`src/rtl/vx_fpu_rsp_merge_pkg.sv`:
```
// Shared FPU response definitions: floating-point exception flag width and type.
// The response record itself depends on lane/tag widths, so it lives in the top.
package vx_fpu_rsp_merge_pkg;

    localparam int FP_FLAGS_BITS = 5;

    typedef logic [FP_FLAGS_BITS-1:0] fflags_t;

    // Flags without a valid indication are carried as zero so commit never sees junk.
    function automatic fflags_t mask_fflags(input fflags_t flags, input logic en);
        return en ? flags : '0;
    endfunction

endpackage

```
`src/rtl/vx_fpu_rsp_merge_rr_grant.sv`:
```
// Combinational round-robin pick: first valid input at or after index rr_i,
// returned both as a one-hot grant and as a binary index.
module vx_rr_grant #(
    parameter int N     = 2,
    parameter int IDX_W = (N > 1) ? $clog2(N) : 1
) (
    input  logic [N-1:0]     valid_i,
    input  logic [IDX_W-1:0] rr_i,
    output logic [N-1:0]     grant_o,
    output logic [IDX_W-1:0] idx_o
);

    logic found;

    always_comb begin
        grant_o = '0;
        idx_o   = '0;
        found   = 1'b0;
        for (int off = 0; off < N; off++) begin
            if (!found && valid_i[(int'(rr_i) + off) % N]) begin
                found                                = 1'b1;
                grant_o[(int'(rr_i) + off) % N]      = 1'b1;
                idx_o                                = IDX_W'((int'(rr_i) + off) % N);
            end
        end
    end

endmodule

```
`src/rtl/vx_fpu_rsp_merge.sv`:
```
// Merges NUM_INPUTS FPU response streams into one commit-bound stream through a
// round-robin arbiter and a 2-entry elastic buffer; input ready never sees ready_out.
module vx_fpu_rsp_merge
    import vx_fpu_rsp_merge_pkg::*;
#(
    parameter int NUM_INPUTS = 2,
    parameter int NUM_LANES  = 5,
    parameter int TAG_WIDTH  = 1
) (
    input  logic                                      clk,
    input  logic                                      reset,
    input  logic [NUM_INPUTS-1:0]                     valid_in,
    output logic [NUM_INPUTS-1:0]                     ready_in,
    input  logic [NUM_INPUTS-1:0][NUM_LANES-1:0][31:0] result_in,
    input  logic [NUM_INPUTS-1:0]                     has_fflags_in,
    input  logic [NUM_INPUTS-1:0][FP_FLAGS_BITS-1:0]  fflags_in,
    input  logic [NUM_INPUTS-1:0][TAG_WIDTH-1:0]      tag_in,
    output logic                                      valid_out,
    input  logic                                      ready_out,
    output logic [NUM_LANES-1:0][31:0]                result_out,
    output logic                                      has_fflags_out,
    output logic [FP_FLAGS_BITS-1:0]                  fflags_out,
    output logic [TAG_WIDTH-1:0]                      tag_out
);

    localparam int IDX_W = $clog2(NUM_INPUTS);

    typedef struct packed {
        logic [NUM_LANES-1:0][31:0] result;
        logic                       has_fflags;
        fflags_t                    fflags;
        logic [TAG_WIDTH-1:0]       tag;
    } fpu_rsp_t;

    logic [NUM_INPUTS-1:0] grant;
    logic [IDX_W-1:0]      grant_idx;
    logic [IDX_W-1:0]      rr_q, rr_d;
    logic [1:0]            count_q, count_d;
    logic                  head_q, head_d;
    fpu_rsp_t [1:0]        buf_q;
    fpu_rsp_t              in_rsp;
    fpu_rsp_t              head_rsp;
    logic                  can_push;
    logic                  push;
    logic                  pop;
    logic                  wr_ptr;

    vx_rr_grant #(
        .N     (NUM_INPUTS),
        .IDX_W (IDX_W)
    ) u_rr_grant (
        .valid_i (valid_in),
        .rr_i    (rr_q),
        .grant_o (grant),
        .idx_o   (grant_idx)
    );

    // Valid/ready: a beat moves on a rising edge where both are high. Input ready
    // is built from registered occupancy and the valid-driven grant only.
    assign can_push = !reset && (count_q != 2'd2);
    assign ready_in = can_push ? grant : '0;
    assign push     = |(valid_in & ready_in);
    assign pop      = valid_out && ready_out;
    assign wr_ptr   = head_q ^ count_q[0];

    always_comb begin
        in_rsp.result     = result_in[grant_idx];
        in_rsp.has_fflags = has_fflags_in[grant_idx];
        in_rsp.fflags     = mask_fflags(fflags_in[grant_idx], has_fflags_in[grant_idx]);
        in_rsp.tag        = tag_in[grant_idx];
    end

    always_comb begin
        rr_d = rr_q;
        if (push) begin
            rr_d = (grant_idx == IDX_W'(NUM_INPUTS - 1)) ? '0 : grant_idx + 1'b1;
        end
    end

    assign count_d = count_q + {1'b0, push} - {1'b0, pop};
    assign head_d  = head_q ^ pop;

    always_ff @(posedge clk or posedge reset) begin
        if (reset) begin
            rr_q    <= '0;
            count_q <= '0;
            head_q  <= 1'b0;
            buf_q   <= '0;
        end else begin
            rr_q    <= rr_d;
            count_q <= count_d;
            head_q  <= head_d;
            if (push) begin
                buf_q[wr_ptr] <= in_rsp;
            end
        end
    end

    assign head_rsp       = buf_q[head_q];
    assign valid_out      = (count_q != 2'd0);
    assign result_out     = head_rsp.result;
    assign has_fflags_out = head_rsp.has_fflags;
    assign fflags_out     = head_rsp.fflags;
    assign tag_out        = head_rsp.tag;

    for (genvar gi = 0; gi < NUM_INPUTS; gi++) begin : g_hold_chk
        assert property (@(posedge clk) disable iff (reset)
            (valid_in[gi] && !ready_in[gi]) |=> valid_in[gi])
            else $error("valid_in[%0d] dropped before acceptance", gi);
    end

    assert property (@(posedge clk) disable iff (reset) $onehot0(grant))
        else $error("grant is not one-hot");

endmodule
```
`config.mk`:
```
export PLATFORM = sky130hd
export DESIGN_NAME = vx_fpu_rsp_merge
export DESIGN_NICKNAME = d
export VERILOG_FILES = /design/src/rtl/vx_fpu_rsp_merge_pkg.sv /design/src/rtl/vx_fpu_rsp_merge_rr_grant.sv /design/src/rtl/vx_fpu_rsp_merge.sv
export SDC_FILE = /design/constraint.sdc
export NUM_CORES = 1
export LEC_CHECK = 0
export BUFFER_PORTS_ARGS = -buffer_cell sky130_fd_sc_hd__buf_4
export CAP_MARGIN = 10
export CORE_MARGIN = 5
export CORE_UTILIZATION = 45
export CTS_CLUSTER_DIAMETER = 40
export DETAILED_ROUTE_END_ITERATION = 8
export PLACE_DENSITY = 0.78
export SYNTH_ARGS = -nofsm -noshare
export SYNTH_HDL_FRONTEND = slang
export SYNTH_SLANG_ARGS = --single-unit
```
`constraint.sdc`:
```
create_clock -name clk -period 12.8 [get_ports clk]
set_input_delay 0.64 -clock clk [delete_from_list [all_inputs] [get_ports clk]]
set_output_delay 0.64 -clock clk [all_outputs]
set_load 0.02 [all_outputs]
```
==> out/results.txt, run 1 <==
Static power due to leakage = 10.4 nW
Most frequent cell on the critical path = buf_4
Sinks on Clock Net = 338
Flip-flop and latch count after synthesis = 338
Sequential-to-total area share from yosys stat = 0.535
Average wire length per cell after detail routing = 17.3 µm
Synth Area in Adders = 0.00158
Number of hold buffers added after CTS = 0
Count of antenna diodes in the layout = 0
Placed Cells = 2,353
Worst reg-to-reg setup slack = 8.68 ns
Multiplexer share of the synthesized area = 0.225
Total cell area at the placement stage = 19,700 µm²
Worst clock skew on the final layout = 0.0185 ns
Critical Path Sink Type = register
Final setup fails = 0
Share of async-settable or async-resettable flops after synthesis = 1.00
Post-route antenna net violation count = 0
Outcome = completed
List of cells traversed by the critical path = or3_1 -> a21boi_4 -> buf_4 -> buf_4 -> a21oi_1
Drt first-iter violations = 500
Top cell family by delay on the critical path = buffers and inverters
Top FF cell, synth = dfrtp_1
Layout area overhead = 34.5%
Total Nets Final = 2,286
Port Buf Inserts = 508
Detailed Route WL = 42,000 µm
TritonCTS clock tree = done
CTS buffer count = 45
Area of the placeable core = 34,600 µm²
Post-route standard cell area excluding fillers = 21,300 µm²
Worst-path fanout max = 107
Internal power = 3.69 mW
Crit path buffers/inverters = 2
Post-CTS setup buffer count = 0
Fraction of power consumed by sequential logic = 0.310
Remaining max-slew budget at the tightest pin = 0.274
Power density over cell area = 282 nW/µm²
Standard cell with the maximum stage delay on the critical path = buf_4
I/O pins = 509
Xor/xnor share of the synthesized area = 0.00166
Sum of net half-perimeters after detailed placement = 30,200 µm
Max clock buf depth = 3
Number of gates resized after CTS = 0
Starting Density = 0.457
Start point of the critical path = head_q
Portion of the clock cycle consumed by the worst path in the final layout = 0.322
Number of H-tree branching levels = 2
Peak clock frequency supported by timing = 0.243 GHz
Die boundary width = 197 µm
WP data required = 13.15 ns
Compound-gate portion of the synthesized area = 0.110
Wire length of the first global-routing pass = 66,200 µm
Congestion Overflow GR = 0
Number of placement rows = 68
Cell area after technology mapping = 15,800 µm²
Cell type contributing the most total cell area after synthesis = dfrtp_1
Number of enable-type register cells in the synthesized netlist = 0
Comb power frac = 0.475
Buffer type at the clock tree root = clkbuf_16
Clock power share = 0.216
First-pass iteration count of the detailed router = 4
Fillcell total = 2,763
GRT Resource Usage Total = 0.206
Maximum resistive drop on vdd = 0.000173 V
Pin slew with the least headroom to its limit = 1.09 ns
Fraction of final layout cells sized beyond drive strength 1 = 0.394
Final sum of negative setup slack = 0 ns
Start of the worst register-to-register path = head_q
Avg Vias per Cell = 5.13
Simple-gate share of the synthesized area = 0.0846
Number of global-route vias before repair = 13,000
Synth top area share = 0.535
Avg Inst Size Synth = 10.6 µm²
Post-synthesis cell count = 1,487
Worst setup path class = register to register
Hold Crit Class = input pin to asynchronous set/reset pin
Setup repair after global routing missed its margin = no
Via total after detailed routing = 12,500
Initial antenna violation count = 0
Final estimated routing congestion in global placement = 0.788
Total nets after synthesis = 1,828
Max-cap violations = 0
Final slew viol count = 0
CP startpoint kind = register
Worst stage delay on the critical path = 0.89 ns
Net switching power = 2.31 mW
Most frequent cells after synthesis = 338 x dfrtp_1, 179 x nand2_1, 172 x mux2_2
Worst-Skew Late Latency = 0.52 ns
Number of unique standard cell types used by synthesis = 29
Final instance count without filler cells = 2,434
Largest net degree at the start of global routing = 122
Top-count cell post-synth = dfrtp_1
Synth top area cells = dfrtp_1 53%, mux2_2 12%, mux2i_1 10%
Die outline height = 197 µm
Critical path arrival = 4.46 ns
Drt drc = 0
Sw Ratio = 0.384
Die outline area = 39,000 µm²
Main combinational cell family by area after synthesis = multiplexers
Min cycle time layout = 4.12 ns
Total number of yosys warnings = 0
Final Hold Violating Endpoints = 0
Worst-path clk slew = 0.05 ns
[power groups by stage]
stage | Clock [mW] | Sequential [mW] | Combinational [mW]
6_report | 1.29 | 1.86 | 2.85
5_1_grt | 1.38 | 1.92 | 3.09
4_1_cts | 1.32 | 1.86 | 2.88
3_5_place_dp | 0 | 1.87 | 2.86
3_3_place_gp | 0 | 1.83 | 2.80
2_1_floorplan | 0 | 1.78 | 1.91
[layer usage]
| layer | global-route usage | share of wire | up-vias |
|---|---|---|---|
| met1 | 0.250 | 0.39 | 5982 |
| met2 | 0.368 | 0.52 | 381 |
| met5 | 0 | 0 | - |
| met3 | 0.0469 | 0.066 | 75 |
| li1 | - | - | 6048 |
| met4 | 0.0588 | 0.027 | 0 |
[logic make-up (layout without fill, tap and decap cells)]
kind of cell / count (synthesis) / after routing
xor+xnor: 3 / 3
compound gates: 343 / 343
flops: 338 / 338
fa+ha+maj: 2 / 2
mux: 334 / 334
simple gates: 352 / 352
buf+inv: 115 / 607
[area by class of cell]
cell class / instances / area [µm²] / share of cell area
Clock buffer: 58 / 1270 / 0.0596
Clock inverter: 23 / 319 / 0.0150
Multi-Input combinational cell: 1034 / 6720 / 0.316
Inverter: 4 / 22.5 / 0.00106
Tap cell: 455 / 569 / 0.0268
Sequential cell: 338 / 8460 / 0.398
Timing Repair Buffer: 522 / 3920 / 0.184
[stage by stage]
| step | worst slack (ns) | utilization | hold slack (ns) | power, mW |
|---|---|---|---|---|
| after CTS | 8.71 | 0.615 | 0.288 | 6.07 |
| after global placement | 8.86 | 0.569 | 0.455 | 4.63 |
| after floorplan | 2.77 | - | 0.444 | 3.69 |
| after detailed placement | 8.74 | 0.569 | 0.466 | 4.74 |
| after global routing | 8.31 | 0.615 | 0.321 | 6.38 |
| final | 8.68 | 0.615 | 0.223 | 6.00 |
[cell usage in the layout, fill, tap and decap left out, types with 7 or more instances in the layout]
cell type  count
buf_4        522
dfrtp_1      337
nand2_1      179
mux2_2       172
nor2_1       167
a21oi_1      166
mux2i_1      162
o21ai_0      132
clkbuf_16     47
o21ai_1       36
clkinv_2       8
bufinv_16      7
[worst paths after layout]
path                              end  depth (start not counted)
max                         buf_q[37]                          5
min                        count_q[0]                          2
max in group asynchronous  buf_q[214]                          4
min reg2reg                buf_q[215]                          2
min in group clk                 rr_q                          2
max reg2reg                 buf_q[37]                          5
[registers in the layout (all words and copies together), names as in the netlist]
| name | flops |
|---|---|
| head_q | 1 |
| count_q | 2 |
| rr_q | 1 |
| buf_q | 334 |
[worst register-to-register path: cells and delay by family, from the launching register on]
kind	cells	cell delay, ns
AOI/OAI and AO/OA	2	1.11
buffers and inverters	2	1.70
DFF	1	0.66
and+or+nand+nor	1	0.48
Note: power is estimated with default switching activity, not from simulation.
==> inputs of run 2 (changes only) <==
==> constraint.sdc (replaced) <==
create_clock -name clk -period 4.13 [get_ports clk]
set_input_delay 0.2065 -clock clk [delete_from_list [all_inputs] [get_ports clk]]
set_output_delay 0.2065 -clock clk [all_outputs]
set_load 0.02 [all_outputs]
==> out/results.txt, run 2 (synthesis results as in run 1) <==
Outcome = finished with violations
Failing checks = negative hold slack
Detailed Route WL = 45,800 µm (+9.0%)
Post-route antenna net violation count = 0 (unchanged)
Remaining max-slew budget at the tightest pin = 0.313 (+0.0394)
Most used cells in the layout excluding fill and tap cells = 521 x buf_4, 337 x dfrtp_1, 179 x nand2_1
GRT Resource Usage Total = 0.224 (+0.0185)
Number of placement rows = 68 (unchanged)
Length of routed wiring on met1 = 17,700 µm (+8.6%)
Worst stage delay on the critical path = 0.65 ns (-0.24 ns)
Final Total Pwr = 18.7 mW (+210%)
CTS buffer count = 44 (-2.2%)
Standard cell with the maximum stage delay on the critical path = o21ai_4
Port Buf Inserts = 508 (unchanged)
Total Nets Final = 2,388 (+4.5%)
First-pass iteration count of the detailed router = 4 (unchanged)
Max-cap violations = 0 (unchanged)
Drt first-iter violations = 596 (+19%)
Worst slack on hold paths = -0.0407 ns (-0.264 ns)
Largest net degree at the start of global routing = 188 (+54%)
Setup repair after global routing missed its margin = no
Count of antenna diodes in the layout = 0 (unchanged)
Fraction of final layout cells sized beyond drive strength 1 = 0.379 (-0.0149)
Static power due to leakage = 10.8 nW (+4.0%)
Starting Density = 0.457 (unchanged)
Share of the core filled with cells in the final layout = 0.645 (+0.0303)
Via total after detailed routing = 13,200 (+5.6%)
Biggest regs = buf_q: 334 flops, count_q: 2 flops
Die outline height = 197 µm (unchanged)
Top cell family by delay on the critical path = buffers and inverters
Worst setup path class = register to register
Layout area overhead = 41.2%
Initial antenna violation count = 0 (unchanged)
Maximum resistive drop on vdd = 0.000607 V (+250%)
Min cycle time layout = 2.83 ns (-1.28 ns)
Sum of net half-perimeters after detailed placement = 30,800 µm (+1.9%)
Final slew viol count = 0 (unchanged)
Die outline area = 39,000 µm² (unchanged)
Portion of the clock cycle consumed by the worst path in the final layout = 0.686 (+0.364)
Topmost layer with routed signal wires = met4
List of cells traversed by the critical path = o21ai_4 -> buf_12 -> buf_4 -> mux2i_1 -> dlygate4sd3_1 -> a21oi_1
Final estimated routing congestion in global placement = 0.829 (+5.2%)
Routed length on met3 = 3230 µm (+17%)
Routed met2 length = 23,000 µm (+5.4%)
Min setup slack post-route = 1.30 ns (-7.39 ns)
WP data required = 4.50 ns (-8.65 ns)
Hold Crit Class = input pin to asynchronous set/reset pin
Worst-path clk slew = 0.05 ns (about the same)
Wire length of the first global-routing pass = 71,500 µm (+8.0%)
Post-CTS setup buffer count = 0 (unchanged)
Average wire length per cell after detail routing = 18.1 µm (+4.7%)
Number of gates resized after CTS = 0 (unchanged)
Pre-CTS worst setup slack = 1.83 ns (-6.91 ns)
Critical Path Sink Type = register
Commonest non-fill, non-tap cell in the layout = buf_4
Congestion Overflow GR = 0 (unchanged)
Crit path buffers/inverters = 3 (+1)
Worst clock skew on the final layout = 0.0111 ns (-0.00745 ns)
Critical path arrival = 3.20 ns (-1.26 ns)
Pin slew with the least headroom to its limit = 1.03 ns (-0.0564 ns)
Register name with the most flops = buf_q
Worst-path fanout max = 39 (-64%)
I/O pins = 509 (unchanged)
TritonCTS clock tree = done
Number of flip-flops under the largest register name = 334 (unchanged)
Number of H-tree branching levels = 2 (unchanged)
Final Hold Violating Endpoints = 12 (+12)
Sinks on Clock Net = 338 (unchanged)
Number of global-route vias before repair = 13,800 (+6.3%)
Peak clock frequency supported by timing = 0.353 GHz (+45%)
Area of the placeable core = 34,600 µm² (unchanged)
Final setup fails = 0 (unchanged)
CP startpoint kind = register
Drt drc = 0 (unchanged)
Power density over cell area = 837 nW/µm² (+200%)
Die boundary width = 197 µm (unchanged)
Max clock buf depth = 3 (unchanged)
Worst-Skew Late Latency = 0.51 ns (about the same)
Buffer type at the clock tree root = clkbuf_16
Avg Vias per Cell = 5.21 (+1.5%)
## run 2: cell type report
cell class              instances  area, µm²
inverters                       4       18.8
flip-flops and latches        338       8460
repair buffers                625       5040
well taps                     455        569
clock inverters                20        253
multi-input cells            1034       6730
clock buffers                  57       1250
fillers                      2564      12300
## run 2: path summary, 6_finish.rpt
kind / start / to / cells past startpoint / slack [ns]
min reg2reg: buf_q[311] / buf_q[311] / 2 / 0.47
min in group clk: result_in[19] / buf_q[26] / 3 / 0.01
max in group asynchronous: reset / buf_q[225] / 3 / 3.32
max: rr_q / buf_q[7] / 6 / 1.30
min: reset / buf_q[178] / 3 / -0.04
max reg2reg: rr_q / buf_q[7] / 6 / 1.30
## run 2: power by group
part | internal (mW) | leakage [nW] | switching [mW]
sequential | 4.92 | 3.98 | 0.801
combinational | 4.08 | 6.08 | 5.07
clock | 2.40 | 0.719 | 1.43
total | 11.4 | 10.8 | 7.30
## run 2: what timing repair did
action | CTS | global route
hold buffers | 93 | 2
hold endpoints to repair | 64 | 1
setup endpoints to repair | 0 | 0
## run 2: routing by layer
metal,global-route usage,up-vias
li1,-,6256
met1,0.274,6343
met2,0.386,471
met3,0.0542,116
met4,0.0850,0
met5,0,-
## run 2: per-stage QoR
step | std cells | cell area [µm²] | setup TNS (ns)
CTS | 2531 | 22300 | 0
global route | 2533 | 22300 | 0
detailed placement | 2361 | 19900 | 0
global placement | 2361 | 19900 | 0
finish | 2533 | 22300 | 0
floorplan | 1487 | 15800 | -209.85
## run 2: worst register-to-register path, delay by kind of cell (launching register included)
| family | cells | cell delay (ns) |
|---|---|---|
| buf+inv | 3 | 1.25 |
| compound gates | 2 | 0.72 |
| flops | 1 | 0.44 |
| mux | 1 | 0.28 |
